File: src/rtl/seq_11011_framer_tx.sv
// seq_11011_framer_tx: serial framer sending sync 11011, MSB-first payload and a parity bit
module seq_11011_framer_tx #(
    parameter int DATA_W  = 8,
    parameter int PAR_ODD = 0
) (
    input  logic              clk,
    input  logic              rst,
    input  logic [DATA_W-1:0] data,
    input  logic              load,
    output logic              ready,
    output logic              x,
    output logic              busy,
    output logic              done,
    output logic [7:0]        frames_sent
);
    typedef enum logic [1:0] {IDLE, SYNC, DATA, PAR} state_t;
    state_t            state_q, state_d;
    logic [2:0]        idx_q, idx_d;
    logic [4:0]        cnt_q, cnt_d;
    logic [DATA_W-1:0] sh_q, sh_d;
    logic              par_q, par_d;
    logic              x_q, x_d;
    logic              busy_q, busy_d;
    logic              done_q, done_d;
    logic [7:0]        frames_q, frames_d;
    logic              accept;

    assign ready       = (state_q == IDLE || state_q == PAR) && !rst;
    assign accept      = load && ready;
    assign x           = x_q;
    assign busy        = busy_q;
    assign done        = done_q;
    assign frames_sent = frames_q;

    // Next state; outputs are derived from the next state so they stay aligned with it once registered
    always_comb begin
        state_d  = state_q;
        idx_d    = idx_q;
        cnt_d    = cnt_q;
        sh_d     = sh_q;
        par_d    = par_q;
        frames_d = (state_q == PAR) ? frames_q + 8'd1 : frames_q;
        case (state_q)
            IDLE, PAR: begin
                if (accept) begin
                    state_d = SYNC;
                    idx_d   = 3'd0;
                    cnt_d   = 5'd0;
                    sh_d    = data;
                    par_d   = (^data) ^ (PAR_ODD != 0);
                end else begin
                    state_d = IDLE;
                end
            end
            SYNC: begin
                if (idx_q == 3'd4) begin
                    state_d = DATA;
                    cnt_d   = 5'd0;
                end else begin
                    idx_d = idx_q + 3'd1;
                end
            end
            DATA: begin
                if (cnt_q == 5'(DATA_W - 1)) begin
                    state_d = PAR;
                end else begin
                    cnt_d = cnt_q + 5'd1;
                    sh_d  = sh_q << 1;
                end
            end
            default: state_d = IDLE;
        endcase
        x_d    = state_d == SYNC ? idx_d != 3'd2 :
                 state_d == DATA ? sh_d[DATA_W-1] :
                 state_d == PAR  ? par_d : 1'b0;
        busy_d = state_d != IDLE;
        done_d = state_d == PAR;
    end

    // State and registered outputs, cleared by synchronous reset
    always_ff @(posedge clk) begin
        if (rst) begin
            state_q  <= IDLE;
            idx_q    <= '0;
            cnt_q    <= '0;
            sh_q     <= '0;
            par_q    <= 1'b0;
            x_q      <= 1'b0;
            busy_q   <= 1'b0;
            done_q   <= 1'b0;
            frames_q <= '0;
        end else begin
            state_q  <= state_d;
            idx_q    <= idx_d;
            cnt_q    <= cnt_d;
            sh_q     <= sh_d;
            par_q    <= par_d;
            x_q      <= x_d;
            busy_q   <= busy_d;
            done_q   <= done_d;
            frames_q <= frames_d;
        end
    end
endmodule

File: config.mk
export PLATFORM = sky130hd
export DESIGN_NAME = seq_11011_framer_tx
export DESIGN_NICKNAME = d
export VERILOG_FILES = /design/src/rtl/seq_11011_framer_tx.sv
export SDC_FILE = /design/constraint.sdc
export NUM_CORES = 1
export LEC_CHECK = 0
export CAP_MARGIN = 20
export CORE_ASPECT_RATIO = 0.6
export CORE_MARGIN = 10
export CORE_UTILIZATION = 35
export DETAILED_ROUTE_END_ITERATION = 8
export HOLD_SLACK_MARGIN = 0.05
export PLACE_DENSITY_LB_ADDON = 0.08
export SLEW_MARGIN = 20
export SYNTH_ARGS = -nofsm -noshare
export SYNTH_HDL_FRONTEND = slang
export SYNTH_SLANG_ARGS = --single-unit
File: constraint.sdc
create_clock -name clk -period 1.8 [get_ports clk]
set_input_delay 0.36 -clock clk [delete_from_list [all_inputs] [get_ports clk]]
set_output_delay 0.36 -clock clk [all_outputs]
set_load 0.005 [all_outputs]
==> summary.txt, run 1 <==
Global routing
  • Total grt overflow: 0
  • Pin count of the biggest net entering global routing: 28
  • Number of global-route vias before repair: 1562
  • Initial antenna violation count: 0
  • First-pass GRT wire length: 7510 um
  • GRT Overall Usage: 11.6%

CTS
  • Clk sink count: 30
  • CTS Buffer Depth: 2
  • Hold buffers post-CTS: 0
  • Max H-tree Level: 2
  • Clock-pin slew on the worst setup and hold paths: 0.07 ns
  • Worst-Skew Late Latency: 0.28 ns
  • CTS root buffer: clkbuf_8
  • CTS tree: done
  • Num CTS Buffers: 5

Setup path
  • Peak fanout along the critical path: 3
  • Worst path slowest cell: a2111o_1
  • R2r startpoint: cnt_q[0]
  • CP Cell Sequence: ha_4 > and4bb_4 > a21oi_4 > nand2b_4 > a2111o_1 > a221oi_2
  • Register-to-register path setup slack: 0.02 ns
  • Delay-heaviest family, CP: compound AO/OA/AOI/OAI gates
  • Largest stage delay on the critical path: 0.45 ns
  • Setup Crit Path Kind: flop to flop
  • Critical path buffers and inverters: 0
  • Levels on crit path: 6
  • Cell count of the worst reg-to-reg path: 6
  • Worst Path Required: 2.01 ns
  • Worst setup path start: cnt_q[0]
  • Startpoint Class: flop
  • Endpoint class of the critical path: flop
  • RR Endpoint: x
  • CP Data Arrival Time: 1.98 ns
  • Worst setup path end: x

Finish
  • Layout cells sized above 1: 32.5%
  • ANT cells: 0
  • Fill cells: 414
  • Area Overhead vs Synth: 50.3%
  • Nets: 271

Synth
  • Mapped Nets: 210
  • Yosys cell types: 43
  • Yosys reg bits: 30
  • Post-synth top cells: nor2_1, dfxtp_1, a21oi_1
  • Most frequent cell after synthesis: nor2_1
  • Main synth FF type: dfxtp_1
  • Warnings, synthesis: 0
  • EDFF count, synth: 0
  • Post-synthesis sequential area ratio: 36.2%
  • Syn Inst Count: 190
  • Yosys top cell area share: 36.2%
  • Synth Cell Area: 0.00166 mm2
  • Synth Area per Inst: 8.74 um2
  • Area leader, netlist: dfxtp_1
  • Synth async-reset ratio: 0%
  • Synth top area cells: dfxtp_1, nor2_1, ha_1

STA
  • Min cycle time layout: 1.78 ns
  • Hold Fails Final Rpt: 0
  • Final Worst Setup Slack: 0.0233 ns
  • Max-Slew Margin vs Limit: 76.6%
  • RSZ-0062 raised after global routing: yes
  • Final Skew: 0.0113 ns
  • Final Setup Violations: 0
  • Fmax: 0.563 GHz
  • Slew Limit Fails: 0
  • Final period util: 98.7%
  • Measured slew at the worst slew-check pin: 0.351 ns

Routing
  • Number of iterations in the first detailed-routing pass: 4
  • Vias: 1579
  • Vias per inst: 5.01
  • DRC errors left: 0
  • Drt wl/cell: 14.5 um
  • Post-Route WL: 4570 um
  • Post-route ant nets: 0
  • DRT iter0 DRCs: 57

Placement
  • DP Wirelength: 3150 um
  • IO Port Bufs: 22
  • RePlAce Congestion: 0.825
  • Placement Setup Slack: -0.166 ns

Die
  • Io pins: 23
  • Row cnt: 19
  • Die ar.: 0.00799 mm2
  • Core box area: 0.00459 mm2
  • Starting Density: 36.2%
  • Die Y: 73.4 um
  • Die Wd: 109 um

Flow run
  • Maxcap violations: 0

Worst hold path
  • HP Class: flop to flop

Pwr
  • Final Total Pwr: 0.00152 W
  • Worst ir drop on vdd: 0.324 mV
  • PD cells: 608 mW/mm2
  • Leakage: 0.950 nW

Status
  • Status: complete, no violations
repair_timing:
action,CTS,global route
pin swaps,5,8
setup endpoints to repair,12,6
resized for setup,20,21
setup buffers,3,2
cells by family after synthesis:
logic type,count (synthesis),synth area share (%)
adders and majority gates,9,6.78
and+or+nand+nor,69,21.4
DFF,30,36.2
muxes,8,4.82
AOI/OAI and AO/OA,41,18.0
buffers and inverters,18,4.90
xor gates and xnor gates,15,7.91
state kept, by name, summed over array words and instances, names as in the netlist:
name / count
busy: 1
cnt_q: 5
done: 1
frames_sent: 8
idx_q: 3
par_q: 1
sh_q: 8
state_q: 2
x: 1
report_power, final:
part	total (W)	switching [W]	internal [W]	leakage [nW]
logic	0.000261	0.000121	0.000139	0.658
registers	0.000680	0.00000627	0.000674	0.245
clock network	0.000575	0.000268	0.000307	0.0472
per-layer routing:
| layer | global-route usage [%] | routed length (um) | vias to the layer above |
|---|---|---|---|
| met5 | 0 | 0 | - |
| li1 | - | - | 797 |
| met3 | 4.19 | 265 | 9 |
| met1 | 15.5 | 2240 | 744 |
| met2 | 17.5 | 2010 | 29 |
| met4 | 2.62 | 55 | 0 |
worst register-to-register path: cells and delay by family (launching register included):
family / cells / cell delay (ns)
compound gates: 3 / 0.79
simple gates: 2 / 0.43
flops: 1 / 0.35
fa+ha+maj: 1 / 0.14
worst min-delay path by stage:
| stage | to | slack (ns) | startpoint | cells after the start |
|---|---|---|---|---|
| 4_1_cts | sh_q[0] | 0.49 | sh_q[0] | 2 |
| 5_1_grt | sh_q[0] | 0.52 | sh_q[0] | 2 |
| 6_report | sh_q[0] | 0.49 | sh_q[0] | 2 |
| 3_5_place_dp | sh_q[0] | 0.48 | sh_q[0] | 2 |
| 3_3_place_gp | sh_q[0] | 0.46 | sh_q[0] | 2 |
| 2_1_floorplan | sh_q[0] | 0.45 | sh_q[0] | 2 |
area by class of cell:
cell class	instances	area, um2	share of cell area (%)
repair buffers	64	551	22.1
well taps	63	78.8	3.16
multi-input cells	142	1130	45.3
clock inverters	2	12.5	0.502
flip-flops and latches	30	608	24.4
inverters	8	32.5	1.30
clock buffers	6	82.6	3.31
stage by stage:
stage	util [%]	hold slack [ns]	setup TNS (ns)	cell area [um2]	cells
after floorplan	-	0.446	0	1660	190
after global placement	47.9	0.464	-0.638	2200	302
after detailed placement	47.9	0.479	-1.10	2200	302
after CTS	52.1	0.489	0	2390	313
after global routing	54.4	0.520	-0.206	2490	315
final	54.4	0.485	0	2490	315
cell usage in the layout (no fill, tap or decap), drive strengths merged, types with 2 or more instances in the layout:
cell | netlist | routed
ha | 9 | 9
nor2 | 34 | 34
a211oi | 3 | 3
dfxtp | 30 | 30
nand4 | 6 | 6
a2111o | 2 | 2
nand3 | 2 | 2
a221oi | 2 | 2
a21o | 2 | 2
a32oi | 7 | 7
o21ai | 5 | 5
mux2i | 8 | 8
clkdlybuf4s50 | 0 | 21
or3 | 2 | 2
clkbuf | 5 | 7
nand2b | 7 | 7
inv | 8 | 8
xor2 | 7 | 7
nand2 | 8 | 8
a21oi | 14 | 14
xnor2 | 8 | 8
buf | 5 | 42
No activity file was read; power rests on OpenSTA's default activity.
==> run 2: changes to the inputs <==
Settings changed: ABC_AREA set to 0, CAP_MARGIN 20 to 10, CTS_BUF_LIST set to sky130_fd_sc_hd__clkbuf_8.
==> results of run 2 <==
Final layout, timing and power as in run 1 (identical DEF).
